## src/rtl/fp_align.sv

```systemverilog
// fp_align: multi-cycle operand alignment ahead of the binary32 adder core.
// The stage orders two operands by magnitude, then shifts the smaller
// significand right one bit per cycle. Discarded bits collect in a sticky bit.
// The result is held stable in DONE until the downstream consumes it.
module fp_align #(
    parameter int DATA_WIDTH = 32
) (
    input  logic                  clk,
    input  logic                  rst_n,
    input  logic                  in_valid,
    output logic                  in_ready,
    input  logic [DATA_WIDTH-1:0] a,
    input  logic [DATA_WIDTH-1:0] b,
    input  logic                  sel,
    output logic                  out_valid,
    input  logic                  out_ready,
    output logic                  out_big_sign,
    output logic                  out_sub,
    output logic [7:0]            out_exp,
    output logic [26:0]           out_big_man,
    output logic [26:0]           out_small_man,
    output logic                  out_special
);

    typedef enum logic [1:0] {
        ST_IDLE  = 2'd0,
        ST_SHIFT = 2'd1,
        ST_DONE  = 2'd2
    } state_t;

    localparam logic [4:0] MAX_SHIFT = 5'd27;

    state_t      state_q;
    logic [4:0]  cnt_q;
    logic        big_sign_q;
    logic        sub_q;
    logic [7:0]  exp_q;
    logic [26:0] big_man_q;
    logic [26:0] small_man_q;
    logic        special_q;

    // Fields of the incoming operands. B's sign already has sel folded in.
    logic [7:0]  exp_a, exp_b;
    logic [22:0] frac_a, frac_b;
    logic        sign_a, sign_b_eff;
    logic        a_is_big;
    logic [7:0]  eff_big, eff_small, exp_diff;

    // Load values captured on accept.
    logic        big_sign_d;
    logic        sub_d;
    logic [7:0]  exp_d;
    logic [26:0] big_man_d;
    logic [26:0] small_man_d;
    logic        special_d;
    logic [4:0]  shift_d;

    // Unpack, order by magnitude and compute the shift count for a new operand pair.
    // NOTE: every always_comb output gets a default first, so no path can infer a latch.
    always_comb begin
        exp_a       = a[30:23];
        exp_b       = b[30:23];
        frac_a      = a[22:0];
        frac_b      = b[22:0];
        sign_a      = a[31];
        sign_b_eff  = b[31] ^ sel;
        a_is_big    = (a[30:0] >= b[30:0]);
        special_d   = (exp_a == 8'hFF) || (exp_b == 8'hFF);
        sub_d       = a[31] ^ b[31] ^ sel;
        big_sign_d  = sign_b_eff;
        exp_d       = exp_b;
        big_man_d   = {(exp_b != 8'd0), frac_b, 3'b000};
        small_man_d = {(exp_a != 8'd0), frac_a, 3'b000};
        eff_big     = (exp_b == 8'd0) ? 8'd1 : exp_b;
        eff_small   = (exp_a == 8'd0) ? 8'd1 : exp_a;
        if (a_is_big) begin
            big_sign_d  = sign_a;
            exp_d       = exp_a;
            big_man_d   = {(exp_a != 8'd0), frac_a, 3'b000};
            small_man_d = {(exp_b != 8'd0), frac_b, 3'b000};
            eff_big     = (exp_a == 8'd0) ? 8'd1 : exp_a;
            eff_small   = (exp_b == 8'd0) ? 8'd1 : exp_b;
        end
        // The ordering on {exp, frac} makes eff_big >= eff_small, because a zero exponent maps to 1.
        exp_diff = eff_big - eff_small;
        if (special_d) begin
            shift_d = 5'd0;
        end else if (exp_diff > {3'b000, MAX_SHIFT}) begin
            shift_d = MAX_SHIFT;
        end else begin
            shift_d = exp_diff[4:0];
        end
    end

    // Control FSM and datapath registers: load on accept, shift in SHIFT, hold in DONE.
    // NOTE: sequential state uses non-blocking assignments so that all registers update together at the edge.
    always_ff @(posedge clk or negedge rst_n) begin
        if (!rst_n) begin
            state_q     <= ST_IDLE;
            cnt_q       <= 5'd0;
            big_sign_q  <= 1'b0;
            sub_q       <= 1'b0;
            exp_q       <= 8'd0;
            big_man_q   <= 27'd0;
            small_man_q <= 27'd0;
            special_q   <= 1'b0;
        end else begin
            case (state_q)
                ST_IDLE: begin
                    if (in_valid) begin
                        big_sign_q  <= big_sign_d;
                        sub_q       <= sub_d;
                        exp_q       <= exp_d;
                        big_man_q   <= big_man_d;
                        small_man_q <= small_man_d;
                        special_q   <= special_d;
                        cnt_q       <= shift_d;
                        state_q     <= (shift_d != 5'd0) ? ST_SHIFT : ST_DONE;
                    end
                end
                ST_SHIFT: begin
                    // The bit shifted out merges into bit 0, so the sticky bit never clears.
                    small_man_q <= {1'b0, small_man_q[26:2], small_man_q[1] | small_man_q[0]};
                    cnt_q       <= cnt_q - 5'd1;
                    if (cnt_q == 5'd1) begin
                        state_q <= ST_DONE;
                    end
                end
                ST_DONE: begin
                    if (out_ready) begin
                        state_q <= ST_IDLE;
                    end
                end
                default: begin
                    state_q <= ST_IDLE;
                end
            endcase
        end
    end

    // The handshake flags come straight from the state register and carry no combinational input path.
    assign in_ready      = (state_q == ST_IDLE);
    assign out_valid     = (state_q == ST_DONE);
    assign out_big_sign  = big_sign_q;
    assign out_sub       = sub_q;
    assign out_exp       = exp_q;
    assign out_big_man   = big_man_q;
    assign out_small_man = small_man_q;
    assign out_special   = special_q;

endmodule

```

## config.mk

```make
export PLATFORM = sky130hd
export DESIGN_NAME = fp_align
export DESIGN_NICKNAME = d
export VERILOG_FILES = /design/src/rtl/fp_align.sv
export SDC_FILE = /design/constraint.sdc
export NUM_CORES = 1
export LEC_CHECK = 0
export ABC_AREA = 1
export CORE_MARGIN = 4
export CORE_UTILIZATION = 35
export DETAILED_ROUTE_END_ITERATION = 10
export PLACE_DENSITY = 0.71
export SETUP_SLACK_MARGIN = 0.15
export SKIP_CTS_REPAIR_TIMING = 1
export SYNTH_ARGS = -nofsm -noshare
export SYNTH_HDL_FRONTEND = slang
export SYNTH_SLANG_ARGS = --single-unit
```

## constraint.sdc

```tcl
create_clock -name clk -period 2.1 [get_ports clk]
set_clock_uncertainty 0.1 [all_clocks]
set_input_delay 0.63 -clock clk [delete_from_list [all_inputs] [get_ports clk]]
set_output_delay 0.63 -clock clk [all_outputs]
set_load 0.005 [all_outputs]
```

### Yosys cells after proc, flatten, opt, wreduce, memory -nomap -nowiden

Cells that the tools add are included.

| word-level totals | value |
|---|---|
| bits in read-only memories | 0 |
| bits in latches | 0 |
| memory bits (writable) | 0 |
| register bits | 72 |
| memories | 0 |
| output and inout port bits | 67 |
| word-level logic and storage cells | 54 |

| cells by class | value |
|---|---|
| multiply operators | 0 |
| mux-type cells | 19 |
| div/mod/pow operators | 0 |
| order comparisons | 2 |
| bitwise gates (word level) | 4 |
| shifts and indexed selects | 0 |
| equality and inequality tests | 8 |
| add/sub/neg operators | 2 |
| reduce and logical (&&, ||, !) cells | 11 |

Operators with widths:

| operator | number |
|---|---|
| $mux W27 | 3 |
| $pmux W27 S2 | 1 |
| $mux W8 | 5 |
| $ge A31 B31 Y1 | 1 |
| $eq A8 B8 Y1 const B | 2 |
| $logic_not A8 Y1 | 2 |
| $reduce_bool A8 Y1 | 2 |
| $mux W5 | 3 |
| $pmux W5 S2 | 1 |
| $gt A8 B5 Y1 const B | 1 |
| $mux W2 | 4 |
| $sub A8 B8 Y8 | 1 |
| $pmux W2 S3 | 1 |
| $eq A5 B1 Y1 const B | 1 |
| $reduce_bool A5 Y1 | 1 |
| $sub A5 B1 Y5 const B | 1 |
| $ne A2 B2 Y1 const B | 2 |
| $reduce_and A2 Y1 | 2 |
| $reduce_and A3 Y1 | 1 |
| $xor A1 B1 Y1 | 3 |
| $eq A2 B1 Y1 const B | 1 |
| $eq A2 B2 Y1 const B | 1 |
| $logic_not A2 Y1 | 1 |
| $ne A2 B1 Y1 const B | 1 |
| other kinds (4) | 4 |

### Depth between registers and ports, before layout

Gate-level depths: netlist (run 1).

| logic depth | value |
|---|---|
| word-level depth | 11 |
| mapped depth | 31 |
| depth with buffers taken out | 30 |

### Worst setup path after synthesis (run 1)

No wires, ideal clock.

| path | value |
|---|---|
| path kind | input -> register |
| start point | in b[30] |
| end point | reg state_q[0] |
| arrival | 3562 ps |
| path slack | -1686 ps |
| cell stages on the path | 25 |
| library setup time | 124 ps |
| cell sequence | inv_1 ha_1 nand2_1 nor2_1 nand2_1 or2_1 nor3_2 nand2_2 nand2_4 buf_2 o21ai_0 ha_1 fa_1 inv_1 nand3_1 nand2_1 nand2_1 nand3_1 nor2_1 nor2_1 nand4_1 nand2_1 nand2_1 o21ai_0 nand2_1 |

| on the way | value |
|---|---|
| cells in the longest elaborated chain, start to end | 11 |

RTL lines:

| what | RTL line | source |
|---|---|---|
| from (decl) | 13 | `input logic [DATA_WIDTH-1:0] b,` |
| branches (longest 6 deep; another with $ge A31 B31 Y1) | n/a |  |
| $mux W5 * | 86 | `if (special_d) begin` |
| $reduce_bool A5 Y1 * | 118 | `state_q <= (shift_d != 5'd0) ? ST_SHIFT : ST_DONE;` |
| $mux W2 * | 118 |  |
| $mux W2 * | 110 | `if (in_valid) begin` |
| $pmux W2 S3 * | 108 | `case (state_q)` |
| to (signal assigned) | 118 |  |
| to (decl) | 33 | `state_t state_q;` |

Every way passes the cells marked *. The select of a mux whose other input is x is not followed.
A chain may end at the register's enable or synchronous reset.

### Final worst setup path (run 1)

Ends and elaborated chain as after synthesis.

==> run metrics, run 1 <==
Routed Antenna Nets=0; outcome=finished, violations left; Iteration-0 DRC Markers=636; Port Buffers=between 100 and 150; register clock-pin slew on the reported worst setup and hold paths=about 0.060 ns; register area=1727 µm²; Multi-input gate area=around 3800 µm²; post-route clock period utilization=1.846; Worst Tran Pin Value=0.7224 ns; Post-synth EDFFs=0; CTS tree=built; Die ar.=approximately 17000 µm²; RSZ-0062 raised after global routing=yes; top cells by area, synth=dfrtp_1 (33%), nand2_1 (17%), nand3_1 (11%); WHS=0.09683 ns; count leader, synth=nand2_1; gr ovfl total=0; # diodes=0; CTS root buf=clkbuf_16; Vias/cell=between 5 and 6; Initial Utilization=0.3590; Commonest cells post-synth=nand2_1 (231), nand3_1 (117), inv_1 (103); CP endpoint kind=register; Clock Sink Count=between 60 and 70; final setup margin=-1.776 ns; startpoint types=input port; row count=44; num ports=between 100 and 150; Highest Clock Rate=around 260 MHz; die width=about 130 µm; Final Net Count=1117; Residual DRC=0; count of final max-slew check failures=0; first-pass GRT wire length=between 20 and 30 mm; placed cell count=between 1000 and 1500; Synth Flop Type=dfrtp_1; Fill cells=about 1100; Area Overhead vs Synth=79.41%; failing checks=setup timing; vias in the first global route=5297; Final setup viols=64; Cell Pwr Density=between 900 and 1000 nW/µm²; Post-DP Area=around 7500 µm²; antenna violations before repair=1; height of the die=between 100 and 150 µm; via count=6282; Max Cap Violations=0; P_leak=0.005486 µW; layout cells sized above 1=0.3600; post-route insts no fill=around 1200; CTS H-Tree Depth=3; synth unique cells=40; CP arrival=3.99 ns; Seq/Total Area, Yosys=0.3297; clock latency on the worst-skew pair=0.34 ns; relative slew slack=0.5173; Worst EP required=between 2 and 2.5 ns; Max clock buf depth=2; Min-Delay Path Class=in -> async; Syn. warnings=0; wire length per cell=17.15 µm; Worst Path Max Fanout=7; Mapped Cells=743; largest area contributor in the netlist=dfrtp_1; total wire length=just over 20 mm; Final Hold Fails=0; Pre-Repair DR Iteration Count=5; Max IR drop VDD=between 400 and 500 µV; Core Region=about 15000 µm²; syn_area_per_cell=7.049 µm²; post-synthesis register bit count=just under 70; minimum clock period=3.876 ns; Design Area, Final=about 9400 µm²; R2R setup slack=roughly 0.21 ns; Final HPWL DP=12.48 mm; largest net degree at the start of global routing=slightly above 60; top cell type's share of synthesized area=0.3297; crit path kind=in -> reg; CTS Buf Count=9; Placer Congestion=around 0.86; area of the mapped netlist=~5200 µm²; total track usage=0.1949; final core occ=0.6441; Async SR Flop Fraction=1.000
[cells by family after synthesis]
group                      after synthesis  share of synthesized area
AOI/OAI and AO/OA                       74                    0.08839
xor gates and xnor gates                 5                   0.008363
adders and majority gates               42                     0.1018
buffers and inverters                  141                     0.1185
DFF                                     69                     0.3297
other                                    1                  0.0007160
and+or+nand+nor                        411                     0.3526
[worst max-delay path: stages]
cell,delay [ns]
buf_6,0.09
buf_6,0.12
inv_12,0.05
ha_4,0.19
nand2_4,0.08
nor2_4,0.03
nand2_2,0.08
buf_6,0.12
nor3_4,0.04
nand4_1,0.14
nand2_2,0.09
nor2_4,0.33
nand2_8,0.13
buf_6,0.16
nand2_4,0.06
nand2_2,0.06
buf_6,0.11
fa_2,0.40
buf_4,0.16
xnor2_2,0.13
nand3_1,0.08
nor2_1,0.05
nor2_2,0.14
nand4_1,0.14
nand2_1,0.12
nand2_2,0.06
o21ai_1,0.12
nand2_1,0.06
[layout by cell type, fill, tap and decap left out, drive strengths merged]
| cell type | count |
|---|---|
| inv | 104 |
| clkbuf | 24 |
| a21oi | 21 |
| dfrtp | 69 |
| o211ai | 2 |
| xnor2 | 3 |
| fa | 1 |
| clkdlybuf4s50 | 24 |
| o311ai | 1 |
| clkinv | 4 |
| conb | 3 |
| o22ai | 1 |
| nor4 | 7 |
| and2 | 5 |
| nor2 | 21 |
| nand3 | 127 |
| nor3 | 4 |
| o2111a | 1 |
| clkinvlp | 3 |
| o221ai | 2 |
| or2 | 1 |
| nand3b | 2 |
| a211oi | 1 |
| nand4 | 10 |
| o21ai | 21 |
| dlymetal6s2s | 95 |
| a22oi | 23 |
| a31oi | 1 |
| xor2 | 2 |
| nand2 | 235 |
| buf | 152 |
| ha | 41 |
[per-stage QoR]
stage	setup WS, ns	total power (µW)	setup TNS [ns]
floorplan	-1.526	4530	-18.16
global placement	-2.451	6656	-92.12
detailed placement	-2.522	6724	-93.98
CTS	-2.183	8162	-70.93
global route	-1.975	9722	-41.99
finish	-1.776	9109	-35.05
[flip-flops by register name (all words and copies together) (netlist names)]
register	count
out_exp	8
state_q	2
out_big_man	24
out_special	1
out_big_sign	1
cnt_q	5
out_sub	1
out_small_man	27
[worst paths after layout]
| check | startpoint | endpoint | cells after the start |
|---|---|---|---|
| max | b[30] | state_q[0]$_DFFE_PN0P_ | 28 |
| min | rst_n | out_big_man[12]$_DFFE_PN0P_ | 1 |
| max reg2reg | state_q[1]$_DFFE_PN0P_ | cnt_q[4]$_DFFE_PN0P_ | 9 |
| min reg2reg | out_big_man[11]$_DFFE_PN0P_ | out_big_man[11]$_DFFE_PN0P_ | 2 |
| max in group asynchronous | rst_n | out_big_man[23]$_DFFE_PN0P_ | 2 |
| min in group clk | out_big_man[11]$_DFFE_PN0P_ | out_big_man[11]$_DFFE_PN0P_ | 2 |
[routing by layer]
metal	global-route usage	wire length [µm]
met1	0.2697	8532
met5	0	14
met2	0.3117	9755
met3	0.04257	1633
met4	0.04719	554
[final cells by class]
class | instances | area share
tap | 184 | 0.02450
timing repair buffer | 286 | 0.3096
clock inverter | 7 | 0.004527
inverter | 104 | 0.04501
sequential | 69 | 0.1838
clock buffer | 9 | 0.02397
multi-input combinational | 536 | 0.4087
[power by group]
group	switching (µW)	internal, µW
Combinational	2550	2720
Sequential	448	2000
Clock	612	790
Total	3610	5500
Power figures use the tool's default switching activity.
==> inputs of run 2 (changes only) <==
Settings changed: CORE_UTILIZATION 35 to 65, DONT_BUFFER_PORTS set to 1, GPL_TIMING_DRIVEN set to 1, PLACE_DENSITY 0.71 to 0.91.
==> run 2 against run 1 <==
Against the previous run:
- the run ends with hold timing, setup timing left
- hold slack worse by 0.27 ns
- wire length is 10% higher
- power down 17%
- core utilization increased by 26 points
- register-to-register slack gained 0.17 ns
- first-iteration DRC count up 55%
- combinational power is 32% lower
- sequential power up 11%
- die area decreased by 44%
- clock-buffer cell count did not move
- via count grew 3.6%
- highest routed layer is now met4
==> run metrics, run 2 (synthesis gave the netlist of run 1 again) <==
outcome=finished, violations left (unchanged); failing checks=hold timing, setup timing (was setup timing); post-route insts no fill=927 (was 1195); placed cell count=892 (was 1116); Clk pwr share=0.171 (was 0.154); Min-Delay Path Class=in -> async (unchanged); gr ovfl total=0 (unchanged); CTS Buf Count=9 (unchanged); CTS tree=built (unchanged); P_leak=0.003643 µW (was 0.005486 µW); Final Net Count=931 (was 1117); R2R setup slack=0.38 ns (was 0.21 ns); Die ar.=9558 µm² (was 16990 µm²); Clock Sink Count=69 (unchanged); most frequent cells in the layout=nand2_1 (203), inv_1 (89), nand3_1 (81), buf_4 (76), dfrtp_1 (69) (was nand2_1 (194), buf_4 (122), nand3_1 (98), dlymetal6s2s_1 (95)); Max Cap Violations=0 (unchanged); cells on worst reg2reg path=6 (was 9); row count=32 (was 44); wire length per cell=24.38 µm (was 17.15 µm); Placer Congestion=0.9197 (was 0.8614); startpoint types=input port (unchanged); count of final max-slew check failures=0 (unchanged); Port Buffers=0 (was 132); Combinational Power Share=0.472 (was 0.578); CP max-delay cell=ha_1 (was fa_2); antenna violations before repair=0 (was 1); Worst EP required=2.31 ns (was 2.21 ns); CP arrival=4.24 ns (was 3.99 ns); Fill cells=343 (was 1114); total wire length=22.60 mm (was 20.49 mm); Max IR drop VDD=636.1 µV (was 477.4 µV); vias in the first global route=5383 (was 5297); Routed Antenna Nets=0 (unchanged); post-route clock period utilization=1.916 (was 1.846); Worst Tran Pin Value=0.5174 ns (was 0.7224 ns); first-pass GRT wire length=25.45 mm (was 26.29 mm); CTS H-Tree Depth=3 (unchanged); clock latency on the worst-skew pair=0.39 ns (was 0.34 ns); Worst Path Max Fanout=8 (was 7); RSZ-0062 raised after global routing=yes (unchanged); Bufs and invs on worst path=3 (was 7); CP Cell Sequence=inv_1 > ha_1 > a21oi_1 > o21ai_0 > a21oi_1 > nand2_2 > nand2_4 > buf_8 > buf_4 > nand3_2 > and2_4 > ha_4 > nand2_1 > nor2_1 > nand2_1 > nand4_1 > nand2_1 > nor2_2 > nand4_1 > nand2_1 > nand2_2 > o21ai_2 > nand2_1 > nand2_1; commonest non-fill, non-tap cell in the layout=nand2_1 (unchanged); Largest register FFs=27 (unchanged); CTS root buf=clkbuf_8 (was clkbuf_16); Max clock buf depth=2 (unchanged); height of the die=97.77 µm (was 130.3 µm); cell mode on critical path=nand2_1 (was buf_6); # diodes=0 (unchanged); Pre-Repair DR Iteration Count=8 (was 5); Area Overhead vs Synth=33.66% (was 79.41%); Vias/cell=7.023 (was 5.257); sw power=3575 µW (was 3608 µW); register clock-pin slew on the reported worst setup and hold paths=0.10 ns (was 0.06 ns); Highest Clock Rate=248.5 MHz (was 258.0 MHz); via count=6510 (was 6282); Initial Utilization=0.6743 (was 0.3590); CP endpoint kind=register (unchanged); total track usage=0.3244 (was 0.1949); delay of the slowest critical-path stage=0.32 ns (was 0.40 ns); Final setup viols=64 (unchanged); die width=97.77 µm (was 130.3 µm); relative slew slack=0.6551 (was 0.5173); Cell Pwr Density=1082 nW/µm² (was 969.5 nW/µm²); crit path kind=in -> reg (unchanged); Worst Setup SP=b[8] (was b[30]); Core Region=7767 µm² (was 14590 µm²); num ports=136 (unchanged); minimum clock period=4.024 ns (was 3.876 ns); CP top delay family=simple AND/OR/NAND/NOR gates (unchanged); Final Hold Fails=69 (was 0); worst r2r dst=cnt_q[3]$_DFFE_PN0P_ (was cnt_q[4]$_DFFE_PN0P_); WHS=-0.1691 ns (was 0.09683 ns); Sequential Power Share=0.357 (was 0.268); final setup margin=-1.924 ns (was -1.776 ns); FF-to-FF Start=state_q[1]$_DFFE_PN0P_ (unchanged); Place WS=-1.813 ns (was -2.522 ns); Net Sw Frac=0.4721 (was 0.3960); P_int=3998 µW (was 5502 µW); Residual DRC=0 (unchanged); largest net degree at the start of global routing=70 (was 61); layout cells sized above 1=0.3091 (was 0.3600); Final HPWL DP=11.64 mm (was 12.48 mm); Iteration-0 DRC Markers=985 (was 636)
run 2: layout make-up:
type	instances	area, µm²	area share
clock buffers	9	123.9	0.01769
repair buffers	100	954.7	0.1364
well taps	102	127.6	0.01823
flip-flops and latches	69	1727	0.2466
clock inverters	7	97.59	0.01394
inverters	104	430.4	0.06148
multi-input cells	536	3540	0.5056
run 2: worst register-to-register path: stages (launching register included):
cell and delay [ns]:
dfrtp_1 0.41, nor2_1 0.16, nand2_1 0.10, buf_4 0.31, nor2_1 0.32, nand2_2 0.09, o211ai_1 0.13
run 2: power groups by stage:
stage               clock, µW  sequential [µW]  combinational, µW
floorplan                   0             2440               2090
global placement            0             2620               2640
detailed placement          0             2640               2820
CTS                      1250             2630               2840
global route             1340             2730               3810
finish                   1290             2710               3570
run 2: per-stage QoR:
step | total power (µW) | hold slack (ns) | cell area (µm²) | util | setup TNS, ns
5_1_grt | 7889 | -0.1741 | 7000 | 0.9013 | -46.07
3_3_place_gp | 5262 | 0.2368 | 6021 | 0.7751 | -46.86
4_1_cts | 6722 | -0.1443 | 6242 | 0.8036 | -29.38
6_report | 7574 | -0.1691 | 7000 | 0.9013 | -39.83
2_1_floorplan | 4530 | 0.2344 | 5485 | - | -18.16
3_5_place_dp | 5462 | 0.2360 | 6021 | 0.7751 | -52.26
run 2: worst max path at each step:
stage	to	slack (ns)	depth (start not counted)
after detailed placement	state_q[0]$_DFFE_PN0P_	-1.81	29
after CTS	state_q[0]$_DFFE_PN0P_	-1.47	29
final	state_q[1]$_DFFE_PN0P_	-1.92	24
after floorplan	state_q[0]$_DFFE_PN0P_	-1.53	25
after global placement	state_q[0]$_DFFE_PN0P_	-1.69	26
after global routing	state_q[1]$_DFFE_PN0P_	-2.18	28
run 2: layer usage:
metal,track usage,vias to the layer above,part of all wire
li1,-,2582,-
met1,0.3925,2894,0.31
met2,0.5609,762,0.45
met3,0.07643,272,0.15
met5,0,-,0
met4,0.1246,0,0.098
